===== config.mk =====
export PLATFORM = sky130hd
export DESIGN_NAME = gray_counter_display
export DESIGN_NICKNAME = d
export VERILOG_FILES = /design/src/rtl/gray_counter_display.sv
export SDC_FILE = /design/constraint.sdc
export NUM_CORES = 1
export LEC_CHECK = 0
export CORE_AREA = 5 5 126 128
export CTS_CLUSTER_SIZE = 20
export DETAILED_ROUTE_END_ITERATION = 8
export DIE_AREA = 0 0 131 133
export GPL_TIMING_DRIVEN = 0
export PLACE_DENSITY = 0.45
export REMOVE_ABC_BUFFERS = 1
export SETUP_SLACK_MARGIN = 0.1
export SYNTH_ARGS = -nofsm -noshare
export SYNTH_HDL_FRONTEND = slang
export SYNTH_SLANG_ARGS = --single-unit

===== constraint.sdc =====
create_clock -name clk -period 2.8 [get_ports clk]
set_clock_uncertainty 0.1 [all_clocks]
set_input_delay 0.7 -clock clk [delete_from_list [all_inputs] [get_ports clk]]
set_output_delay 0.7 -clock clk [all_outputs]
set_load 0.05 [all_outputs]

===== src/rtl/gray_counter_display.sv =====
// ---------------------------------------------------------------------------
// gray_counter_display
//
// Prescaled WIDTH-bit up/down counter with a simultaneous Gray-code view and
// a time-multiplexed hex driver for a bank of DIGITS = WIDTH/4 seven-segment
// digits. The driver shows either the binary or the Gray value.
//
// Parameters
//   WIDTH      counter width in bits (multiple of 4, >= 4)
//   TICK_DIV   clock cycles per count step (>= 1)
//   SCAN_DIV   clock cycles per display digit slot (>= 1)
//   ACTIVE_LOW 1 = seg/an driven active-low, 0 = active-high
//
// Ports
//   clk         system clock, all state on rising edge
//   rst         asynchronous, active-high reset
//   en          count enable; 0 freezes prescaler and counter
//   up          direction; 1 = increment, 0 = decrement
//   mode        display select; 0 = binary value, 1 = Gray value
//   load        synchronous load strobe (wins over a count step)
//   load_val    value loaded when load = 1
//   count_bin   registered binary count
//   count_gray  count_bin ^ (count_bin >> 1)
//   wrap        one-cycle pulse when a step wraps modulo 2^WIDTH
//   seg         segments {g,f,e,d,c,b,a}
//   an          one-hot digit enable, digit 0 = least-significant nibble
// ---------------------------------------------------------------------------
module gray_counter_display #(
    parameter int WIDTH      = 8,
    parameter int TICK_DIV   = 50_000_000,
    parameter int SCAN_DIV   = 50_000,
    parameter int ACTIVE_LOW = 1
) (
    input  logic                   clk,
    input  logic                   rst,
    input  logic                   en,
    input  logic                   up,
    input  logic                   mode,
    input  logic                   load,
    input  logic [WIDTH-1:0]       load_val,
    output logic [WIDTH-1:0]       count_bin,
    output logic [WIDTH-1:0]       count_gray,
    output logic                   wrap,
    output logic [6:0]             seg,
    output logic [(WIDTH/4)-1:0]   an
);

    localparam int DIGITS = WIDTH / 4;
    localparam int DIV_W  = (TICK_DIV > 1) ? $clog2(TICK_DIV) : 1;
    localparam int SCAN_W = (SCAN_DIV > 1) ? $clog2(SCAN_DIV) : 1;
    localparam int DIG_W  = (DIGITS > 1)   ? $clog2(DIGITS)   : 1;

    localparam logic [DIV_W-1:0]  DIV_LAST  = DIV_W'(TICK_DIV - 1);
    localparam logic [SCAN_W-1:0] SCAN_LAST = SCAN_W'(SCAN_DIV - 1);
    localparam logic [DIG_W-1:0]  DIG_LAST  = DIG_W'(DIGITS - 1);
    localparam logic              POL       = (ACTIVE_LOW != 0);

    // -----------------------------------------------------------------------
    // Count path
    // -----------------------------------------------------------------------
    logic [DIV_W-1:0] div_cnt;
    logic             tick;
    logic [WIDTH-1:0] count_r;
    logic             wrap_r;

    assign tick = en && (div_cnt == DIV_LAST);

    // Prescaler: a load restarts the interval so the next step is a full
    // TICK_DIV enabled cycles after the load.
    always_ff @(posedge clk or posedge rst) begin
        if (rst) begin
            div_cnt <= '0;
        end else if (load) begin
            div_cnt <= '0;
        end else if (en) begin
            if (tick) begin
                div_cnt <= '0;
            end else begin
                div_cnt <= div_cnt + 1'b1;
            end
        end
    end

    // wrap is decided from the pre-step value so it lines up with the cycle
    // in which the wrapped value first appears on count_bin.
    always_ff @(posedge clk or posedge rst) begin
        if (rst) begin
            count_r <= '0;
            wrap_r  <= 1'b0;
        end else if (load) begin
            count_r <= load_val;
            wrap_r  <= 1'b0;
        end else if (tick) begin
            if (up) begin
                count_r <= count_r + 1'b1;
                wrap_r  <= (count_r == '1);
            end else begin
                count_r <= count_r - 1'b1;
                wrap_r  <= (count_r == '0);
            end
        end else begin
            wrap_r <= 1'b0;
        end
    end

    assign count_bin  = count_r;
    assign count_gray = count_r ^ (count_r >> 1);
    assign wrap       = wrap_r;

    // -----------------------------------------------------------------------
    // Display scan
    // -----------------------------------------------------------------------
    logic [SCAN_W-1:0] scan_cnt;
    logic [DIG_W-1:0]  digit_idx;

    always_ff @(posedge clk or posedge rst) begin
        if (rst) begin
            scan_cnt  <= '0;
            digit_idx <= '0;
        end else if (scan_cnt == SCAN_LAST) begin
            scan_cnt <= '0;
            if (digit_idx == DIG_LAST) begin
                digit_idx <= '0;
            end else begin
                digit_idx <= digit_idx + 1'b1;
            end
        end else begin
            scan_cnt <= scan_cnt + 1'b1;
        end
    end

    // Hex font, active-high {g,f,e,d,c,b,a}.
    function automatic logic [6:0] hex_glyph(input logic [3:0] nib);
        logic [6:0] g;
        case (nib)
            4'h0:    g = 7'b0111111;
            4'h1:    g = 7'b0000110;
            4'h2:    g = 7'b1011011;
            4'h3:    g = 7'b1001111;
            4'h4:    g = 7'b1100110;
            4'h5:    g = 7'b1101101;
            4'h6:    g = 7'b1111101;
            4'h7:    g = 7'b0000111;
            4'h8:    g = 7'b1111111;
            4'h9:    g = 7'b1101111;
            4'hA:    g = 7'b1110111;
            4'hB:    g = 7'b1111100;
            4'hC:    g = 7'b0111001;
            4'hD:    g = 7'b1011110;
            4'hE:    g = 7'b1111001;
            default: g = 7'b1110001;
        endcase
        return g;
    endfunction

    logic [WIDTH-1:0]  disp;
    logic [3:0]        nibble;
    logic [6:0]        seg_nxt;
    logic [DIGITS-1:0] an_nxt;

    assign disp = mode ? count_gray : count_bin;

    // Nibble mux and one-hot enable built by comparing against each digit
    // position, which keeps the select width independent of WIDTH.
    always_comb begin
        nibble = '0;
        an_nxt = '0;
        for (int unsigned k = 0; k < DIGITS; k++) begin
            if (digit_idx == DIG_W'(k)) begin
                nibble    = disp[4*k +: 4];
                an_nxt[k] = 1'b1;
            end
        end
        seg_nxt = hex_glyph(nibble);
    end

    // Drive registers hold active-high values; reset leaves everything dark
    // regardless of output polarity.
    logic [6:0]        seg_r;
    logic [DIGITS-1:0] an_r;

    always_ff @(posedge clk or posedge rst) begin
        if (rst) begin
            seg_r <= '0;
            an_r  <= '0;
        end else begin
            seg_r <= seg_nxt;
            an_r  <= an_nxt;
        end
    end

    assign seg = seg_r ^ {7{POL}};
    assign an  = an_r ^ {DIGITS{POL}};

endmodule


==> results of run 1 <==
how the worst min path moves through the flow:
stage          cells after the start          from      endpoint
4_1_cts                            1   scan_cnt[0]   scan_cnt[0]
3_5_place_dp                       1  scan_cnt[13]  scan_cnt[13]
2_1_floorplan                      1   scan_cnt[0]   scan_cnt[0]
6_report                           1   scan_cnt[0]   scan_cnt[0]
5_1_grt                            1   scan_cnt[0]   scan_cnt[0]
3_3_place_gp                       1   scan_cnt[0]   scan_cnt[0]
cells in the mapped netlist, types with 2 or more instances:
| master | n |
|---|---|
| nand2_1 | 31 |
| mux4_2 | 3 |
| mux2_2 | 2 |
| nand2b_1 | 2 |
| a31oi_1 | 2 |
| and4_1 | 5 |
| nor2_1 | 51 |
| nand4_1 | 12 |
| or3_1 | 3 |
| nor3_2 | 3 |
| xnor2_1 | 21 |
| a22oi_1 | 3 |
| o22a_1 | 3 |
| inv_1 | 28 |
| and3_1 | 6 |
| mux2i_1 | 5 |
| a21oi_1 | 10 |
| nand3_1 | 17 |
| or4_1 | 2 |
| buf_4 | 2 |
| o21ai_0 | 10 |
| nor3_1 | 7 |
| dfrtp_1 | 61 |
| xor2_1 | 30 |
| ha_1 | 24 |
| clkbuf_1 | 4 |
| nor2b_1 | 2 |
| nor4_1 | 3 |
| buf_2 | 4 |
metrics by stage:
stage               TNS [ns]  hold WS, ns  util, %  cell area (sq um)  setup slack [ns]
finish                     0        0.384     31.1               4590             0.185
global route               0        0.417     31.1               4590             0.102
CTS                        0        0.393     31.0               4580             0.114
detailed placement    -12.48        0.383     28.4               4180            -0.541
global placement      -56.40        0.373     28.2               4160            -0.737
floorplan             -0.257        0.355        -               3540            -0.116
repair_timing:
item	in CTS	in global routing
buffers inserted	0	1
pin swaps	1	2
hold endpoints to repair	0	0
endpoints found under the setup margin	33	17
gates resized for setup	16	4
cloned	0	0
area by class of cell:
cell class,instances,area share [%]
tap,188,5.13
multi-input combinational,274,42.3
sequential,61,33.3
inverter,28,2.35
clock buffer,10,4.99
clock inverter,6,2.95
timing repair buffer,41,9.03
logic make-up after synthesis:
family | count (synthesis) | synth area share [%]
AND/OR/NAND/NOR | 151 | 21.2
AO/OA/AOI/OAI | 37 | 6.66
flip-flops | 61 | 42.5
adder cells (fa/ha/maj) | 25 | 8.93
XOR/XNOR | 51 | 12.4
buffers and inverters | 38 | 4.32
multiplexers | 10 | 3.91
critical path, cell delays in order (launching register included):
cell and delay [ns]:
dfrtp_1 0.50, inv_1 0.13, ha_1 0.32, dlygate4sd2_1 0.54
placed cells by master, fill, tap and decap left out, drive strengths merged, types with 6 or more instances in the layout:
cell type      count
dfrtp             61
nor2              51
nand2             31
xor2              30
clkdlybuf4s50     30
inv               28
ha                24
xnor2             21
nand3             17
nand4             13
clkbuf            11
o21ai             10
a21oi             10
nor3              10
and3               7
and4               6
routing by layer:
layer / global-route usage (%) / part of all wire, % / vias to the layer above
li1: - / - / 1360
met1: 13.5 / 49 / 1315
met2: 16.0 / 46 / 32
met3: 2.87 / 3.4 / 8
met4: 3.77 / 1.7 / 0
met5: 0 / 0 / -
registers in the layout, indices dropped and copies added (netlist names):
| name | cells |
|---|---|
| div_cnt | 26 |
| digit_idx | 1 |
| an_r | 2 |
| count_bin | 8 |
| scan_cnt | 16 |
| seg_r | 7 |
| wrap | 1 |
power breakdown:
group	switching, uW	internal (uW)	total, uW
clock	395	959	1350
combinational	399	227	626
sequential	36.4	921	958
total	831	2110	2940
==> tab_implementation.tex, run 1 <==
\begin{tabular}{lr}
\hline
Metric & Value \\
\hline
\multicolumn{2}{l}{\textbf{Run status}} \\
\quad Status & finished clean \\
\multicolumn{2}{l}{\textbf{Synthesis}} \\
\quad Top cells by area in the synthesized netlist & dfrtp\_1 (43\%), ha\_1 (8.4\%), xor2\_1 (7.3\%), nor2\_1 (5.3\%), xnor2\_1 (5.1\%) \\
\quad Leading register cell type out of synthesis & dfrtp\_1 \\
\quad Largest area contributor in the synthesized netlist & dfrtp\_1 \\
\quad Total of warnings raised by yosys & 0 \\
\quad Register area share after synthesis & a little over two fifths \\
\quad Post-Syn Instances & between 300 and 400 \\
\quad Number of enable flip-flop cells after synthesis & 0 \\
\quad \#FFs+latches synth & approximately 60 \\
\quad Unique masters post-synth & between 40 and 50 \\
\quad Fraction of registers with async set or reset after synthesis & 100\% \\
\quad Cell area after technology mapping & roughly 3600 sq um \\
\quad Synth top area share & between 40\% and 50\% \\
\quad Average cell area after synthesis & between 9 and 10 sq um \\
\multicolumn{2}{l}{\textbf{Global routing}} \\
\quad Number of antenna violations at the first check in global routing & 0 \\
\quad Total routing usage reported by global routing & between 10\% and 20\% \\
\quad Grt ovf & 0 \\
\quad Vias in the first global route & approximately 2,900 \\
\quad Wire length of the first global-routing pass & between 10,000 and 15,000 um \\
\quad Largest net degree at the start of global routing & 41 \\
\multicolumn{2}{l}{\textbf{Setup path}} \\
\quad End of the worst register-to-register path & seg\_r[3] \\
\quad Worst flop-to-flop path startpoint & count\_bin[4] \\
\quad Kind of start point of the critical path & register \\
\quad Worst reg2reg setup slack & roughly 0.27 ns \\
\quad Crit path DAT & between 1.5 and 2 ns \\
\quad CP Class & reg -> out \\
\quad Launch point of the worst path & count\_bin[6] \\
\quad Critical path capture point type & output pin \\
\quad CP Max Fanout & 7 \\
\quad Required time at the worst-slack endpoint & 2.00 ns \\
\quad Cells on worst reg2reg path & 6 \\
\quad Worst setup path end & count\_gray[6] \\
\multicolumn{2}{l}{\textbf{Detailed routing}} \\
\quad Routed wire length & about 8000 um \\
\quad Number of vias per cell & $\sim$4.5 \\
\quad Mean routed wirelength per cell & 13.4 um \\
\quad First DRT Iteration DRCs & about 130 \\
\quad Via count & roughly 2,700 \\
\quad Count of TritonRoute iterations in the first routing pass & 4 \\
\quad Number of DRC violations after detailed routing & 0 \\
\quad Antenna violation net count after detailed routing & 0 \\
\multicolumn{2}{l}{\textbf{Power and ir drop}} \\
\quad Leakage power total & approximately 0.0021 uW \\
\quad Power density normalized to cell area & between 600 and 700 nW/um\^{}2 \\
\quad PnR Total Power & 2940 uW \\
\quad Worst supply voltage drop on vdd & between 0.0003 and 0.0004 V \\
\multicolumn{2}{l}{\textbf{Timing}} \\
\quad Achievable Freq & between 300 and 400 MHz \\
\quad Worst-margin pin slew & 0.652 ns \\
\quad Clock period minus final worst setup slack & about 2.6 ns \\
\quad Post-route fraction of the period consumed by the critical path & between 90 and 100\% \\
\quad Max-slew violation count & 0 \\
\quad RSZ-0062 raised after global routing & false \\
\quad Count of endpoints failing hold in the final timing report & 0 \\
\quad Worst slew margin & 56.3\% \\
\quad Count of endpoints failing setup in the final report & 0 \\
\multicolumn{2}{l}{\textbf{Place}} \\
\quad DP Wirelength & 5930 um \\
\quad Number of instances in the placed design & 591 \\
\quad IO buf count & 39 \\
\quad Last weighted congestion value of the routability-driven placer & 0.805 \\
\multicolumn{2}{l}{\textbf{Floorplan}} \\
\quad Die Y & $\sim$130 um \\
\quad Width of the chip & roughly 130 um \\
\quad Die area & 17,400 sq um \\
\quad Core Rows & 45 \\
\quad I/O pin cnt & 40 \\
\quad Area of the core & roughly 15,000 sq um \\
\quad Initial core utilization & 24.3\% \\
\multicolumn{2}{l}{\textbf{Cells and area}} \\
\quad Fill cells & 1,579 \\
\quad Nets & $\sim$450 \\
\quad Area growth from synthesis to layout & 27.9\% \\
\quad Fraction of final layout cells with drive strength greater than 1 & about 9.3\% \\
\quad Area of combinational cells with multiple inputs & around 1900 sq um \\
\quad Antenna diodes & 0 \\
\quad Final cell count without fillers & slightly above 600 \\
\quad FF/Latch Area & around 1500 sq um \\
\multicolumn{2}{l}{\textbf{Min path}} \\
\quad Classification of the worst-slack hold path & reg -> reg \\
\multicolumn{2}{l}{\textbf{Clock network}} \\
\quad Number of buffers between clock root and the deepest sink & 2 \\
\quad Clock transition at path regs & 0.05 ns \\
\quad Depth of the CTS H-tree & 3 \\
\quad Hold buffer count at cts & 0 \\
\quad TritonCTS clock tree & built \\
\quad Clock tree root driver cell & clkbuf\_16 \\
\quad Total clock buffers created by CTS & 9 \\
\quad Insertion delay to the later sink of the worst-skew pair & 0.33 ns \\
\quad Count of clock tree sinks & slightly above 60 \\
\multicolumn{2}{l}{\textbf{Run}} \\
\quad MaxCap Viol Count & 0 \\
\hline
\end{tabular}
Power figures use the tool's default switching activity.
==> run 2: changes to the inputs <==
ABC_CLOCK_PERIOD_IN_PS = 2800   (was unset)
CORE_AREA = 5 5 116 118   (was 5 5 126 128)
DIE_AREA = 0 0 121 123   (was 0 0 131 133)
PLACE_DENSITY = 0.51   (was 0.45)
==> tab_implementation.tex, run 2 (synthesized netlist as in run 1, its figures left out) <==
\begin{tabular}{lr}
\hline
Metric & Value \\
\hline
\multicolumn{2}{l}{\textbf{Detailed routing}} \\
\quad Routed wire length & 7510 um \\
\quad Number of DRC violations after detailed routing & 0 \\
\quad First DRT Iteration DRCs & 164 \\
\quad Antenna violation net count after detailed routing & 0 \\
\quad Count of TritonRoute iterations in the first routing pass & 7 \\
\quad Number of vias per cell & around 4.6 \\
\quad Mean routed wirelength per cell & approximately 13 um \\
\quad Via count & roughly 2,700 \\
\multicolumn{2}{l}{\textbf{Setup path}} \\
\quad Master of the slowest instance on the critical path & dlygate4sd2\_1 \\
\quad CP Max Fanout & 7 \\
\quad Kind of start point of the critical path & register \\
\quad Crit path DAT & approximately 1.8 ns \\
\quad Required time at the worst-slack endpoint & 2.00 ns \\
\quad Critical path capture point type & output pin \\
\quad Critical Path, Cell by Cell & inv\_1 -> ha\_1 -> dlygate4sd2\_1 \\
\quad Largest incremental delay on the critical path & approximately 0.54 ns \\
\quad CP Class & reg -> out \\
\multicolumn{2}{l}{\textbf{Clock network}} \\
\quad Number of buffers between clock root and the deepest sink & 2 \\
\quad Count of clock tree sinks & between 60 and 70 \\
\quad Clock transition at path regs & around 0.050 ns \\
\quad Insertion delay to the later sink of the worst-skew pair & roughly 0.32 ns \\
\quad Hold buffer count at cts & 0 \\
\quad Depth of the CTS H-tree & 3 \\
\quad TritonCTS clock tree & built \\
\quad Total clock buffers created by CTS & 9 \\
\quad Clock tree root driver cell & clkbuf\_16 \\
\multicolumn{2}{l}{\textbf{Floorplan}} \\
\quad Die area & around 15,000 sq um \\
\quad Area of the core & 12,400 sq um \\
\quad Width of the chip & 121 um \\
\quad Core Rows & between 40 and 50 \\
\quad Initial core utilization & about 29\% \\
\quad Die Y & around 120 um \\
\quad I/O pin cnt & 40 \\
\multicolumn{2}{l}{\textbf{Timing}} \\
\quad Smallest hold slack & between 0.3 and 0.4 ns \\
\quad Count of endpoints failing setup in the final report & 0 \\
\quad Worst slew margin & between 50\% and 60\% \\
\quad RSZ-0062 raised after global routing & false \\
\quad Achievable Freq & $\sim$380 MHz \\
\quad Worst-margin pin slew & about 0.73 ns \\
\quad Accumulated negative setup slack & 0 ns \\
\quad Max-slew violation count & 0 \\
\quad Count of endpoints failing hold in the final timing report & 0 \\
\quad Post-route fraction of the period consumed by the critical path & between 90\% and 100\% \\
\quad Clock period minus final worst setup slack & 2.62 ns \\
\quad Post-layout worst setup margin & 0.182 ns \\
\multicolumn{2}{l}{\textbf{Global routing}} \\
\quad Wire length of the first global-routing pass & 13,200 um \\
\quad Number of antenna violations at the first check in global routing & 0 \\
\quad Largest net degree at the start of global routing & 33 \\
\quad Vias in the first global route & $\sim$2,700 \\
\quad Grt ovf & 0 \\
\quad Total routing usage reported by global routing & a little over a tenth \\
\multicolumn{2}{l}{\textbf{Run}} \\
\quad MaxCap Viol Count & 0 \\
\multicolumn{2}{l}{\textbf{Cells and area}} \\
\quad Flip-flop count of the largest register after layout & 26 \\
\quad Area growth from synthesis to layout & 25.8\% \\
\quad Leading cell type in the layout, fill and taps excluded & dfrtp\_1 \\
\quad Nets & around 450 \\
\quad Antenna diodes & 0 \\
\quad Fill cells & between 1,000 and 1,500 \\
\quad Largest register by flop count & div\_cnt \\
\quad Fraction of final layout cells with drive strength greater than 1 & between 9 and 10\% \\
\quad Commonest cells after routing, fill and taps aside & dfrtp\_1 (61), nor2\_1 (51), nand2\_1 (30), xor2\_1 (30), clkdlybuf4s50\_1 (30) \\
\multicolumn{2}{l}{\textbf{Run status}} \\
\quad Status & finished clean \\
\multicolumn{2}{l}{\textbf{Power and ir drop}} \\
\quad Leakage power total & 0.00205 uW \\
\quad PnR Total Power & 2670 uW \\
\quad Worst supply voltage drop on vdd & between 0.0002 and 0.0003 V \\
\quad Power density normalized to cell area & between 500 and 600 nW/um\^{}2 \\
\multicolumn{2}{l}{\textbf{Min path}} \\
\quad Classification of the worst-slack hold path & reg -> reg \\
\multicolumn{2}{l}{\textbf{Place}} \\
\quad IO buf count & 39 \\
\quad DP Wirelength & between 5000 and 6000 um \\
\quad Last weighted congestion value of the routability-driven placer & around 0.79 \\
\quad Pre-CTS setup slack & -0.483 ns \\
\hline
\end{tabular}
-- run 2: report_power, final --
| group | switching, uW | leakage (uW) | total (uW) | internal, uW |
|---|---|---|---|---|
| Clock | 401 | 0.000142 | 1090 | 690 |
| Combinational | 394 | 0.00112 | 622 | 228 |
| Sequential | 35.4 | 0.000791 | 957 | 921 |
| Total | 831 | 0.00205 | 2670 | 1840 |
-- run 2: layout make-up --
type                    count  area (sq um)  share of cell area (%)
multi-input cells         274          1950                    43.1
flip-flops and latches     61          1530                    33.8
repair buffers             41           419                    9.28
clock buffers               9           225                    4.99
well taps                 172           215                    4.77
inverters                  28           108                    2.38
clock inverters             7          76.3                    1.69
-- run 2: routing by layer --
metal  global-route usage [%]  wire length (um)  vias to the layer above
met2                     18.1              3600                       32
met5                        0                 0                        -
met4                     3.68               114                        0
met1                     14.1              3570                     1290
li1                         -                 -                     1366
met3                     2.84               222                       10
-- run 2: repair_timing --
action	4_1_cts	5_1_grt
resized for setup	15	5
setup endpoints to repair	33	34
buffers inserted	0	1
endpoints found under the hold margin	0	0
pin swaps	1	1
-- run 2: worst max-delay path, delay by kind of cell, from the launching register on --
| kind | cells | cell delay [ns] |
|---|---|---|
| adders and majority gates | 1 | 0.33 |
| buffers and inverters | 2 | 0.67 |
| DFF | 1 | 0.50 |
-- run 2: worst paths after layout --
| check | start | cells after the start | endpoint | slack, ns |
|---|---|---|---|---|
| worst max register to register | count_bin[0] | 6 | seg_r[3] | 0.32 |
| worst min-delay path | scan_cnt[0] | 1 | scan_cnt[0] | 0.38 |
| worst max-delay path | count_bin[6] | 3 | count_gray[6] | 0.18 |
| min in group asynchronous | rst | 2 | scan_cnt[12] | 0.71 |
| worst min register to register | scan_cnt[0] | 1 | scan_cnt[0] | 0.38 |
| max in group asynchronous | rst | 3 | div_cnt[5] | 1.28 |
-- run 2: per-stage QoR --
stage                     cells  utilization, %  instance area (sq um)
after floorplan             363               -                   3540
after global placement      574            33.5                   4140
after detailed placement    575            33.7                   4160
after CTS                   591            36.4                   4490
after global routing        592            36.5                   4520
final                       592            36.5                   4520
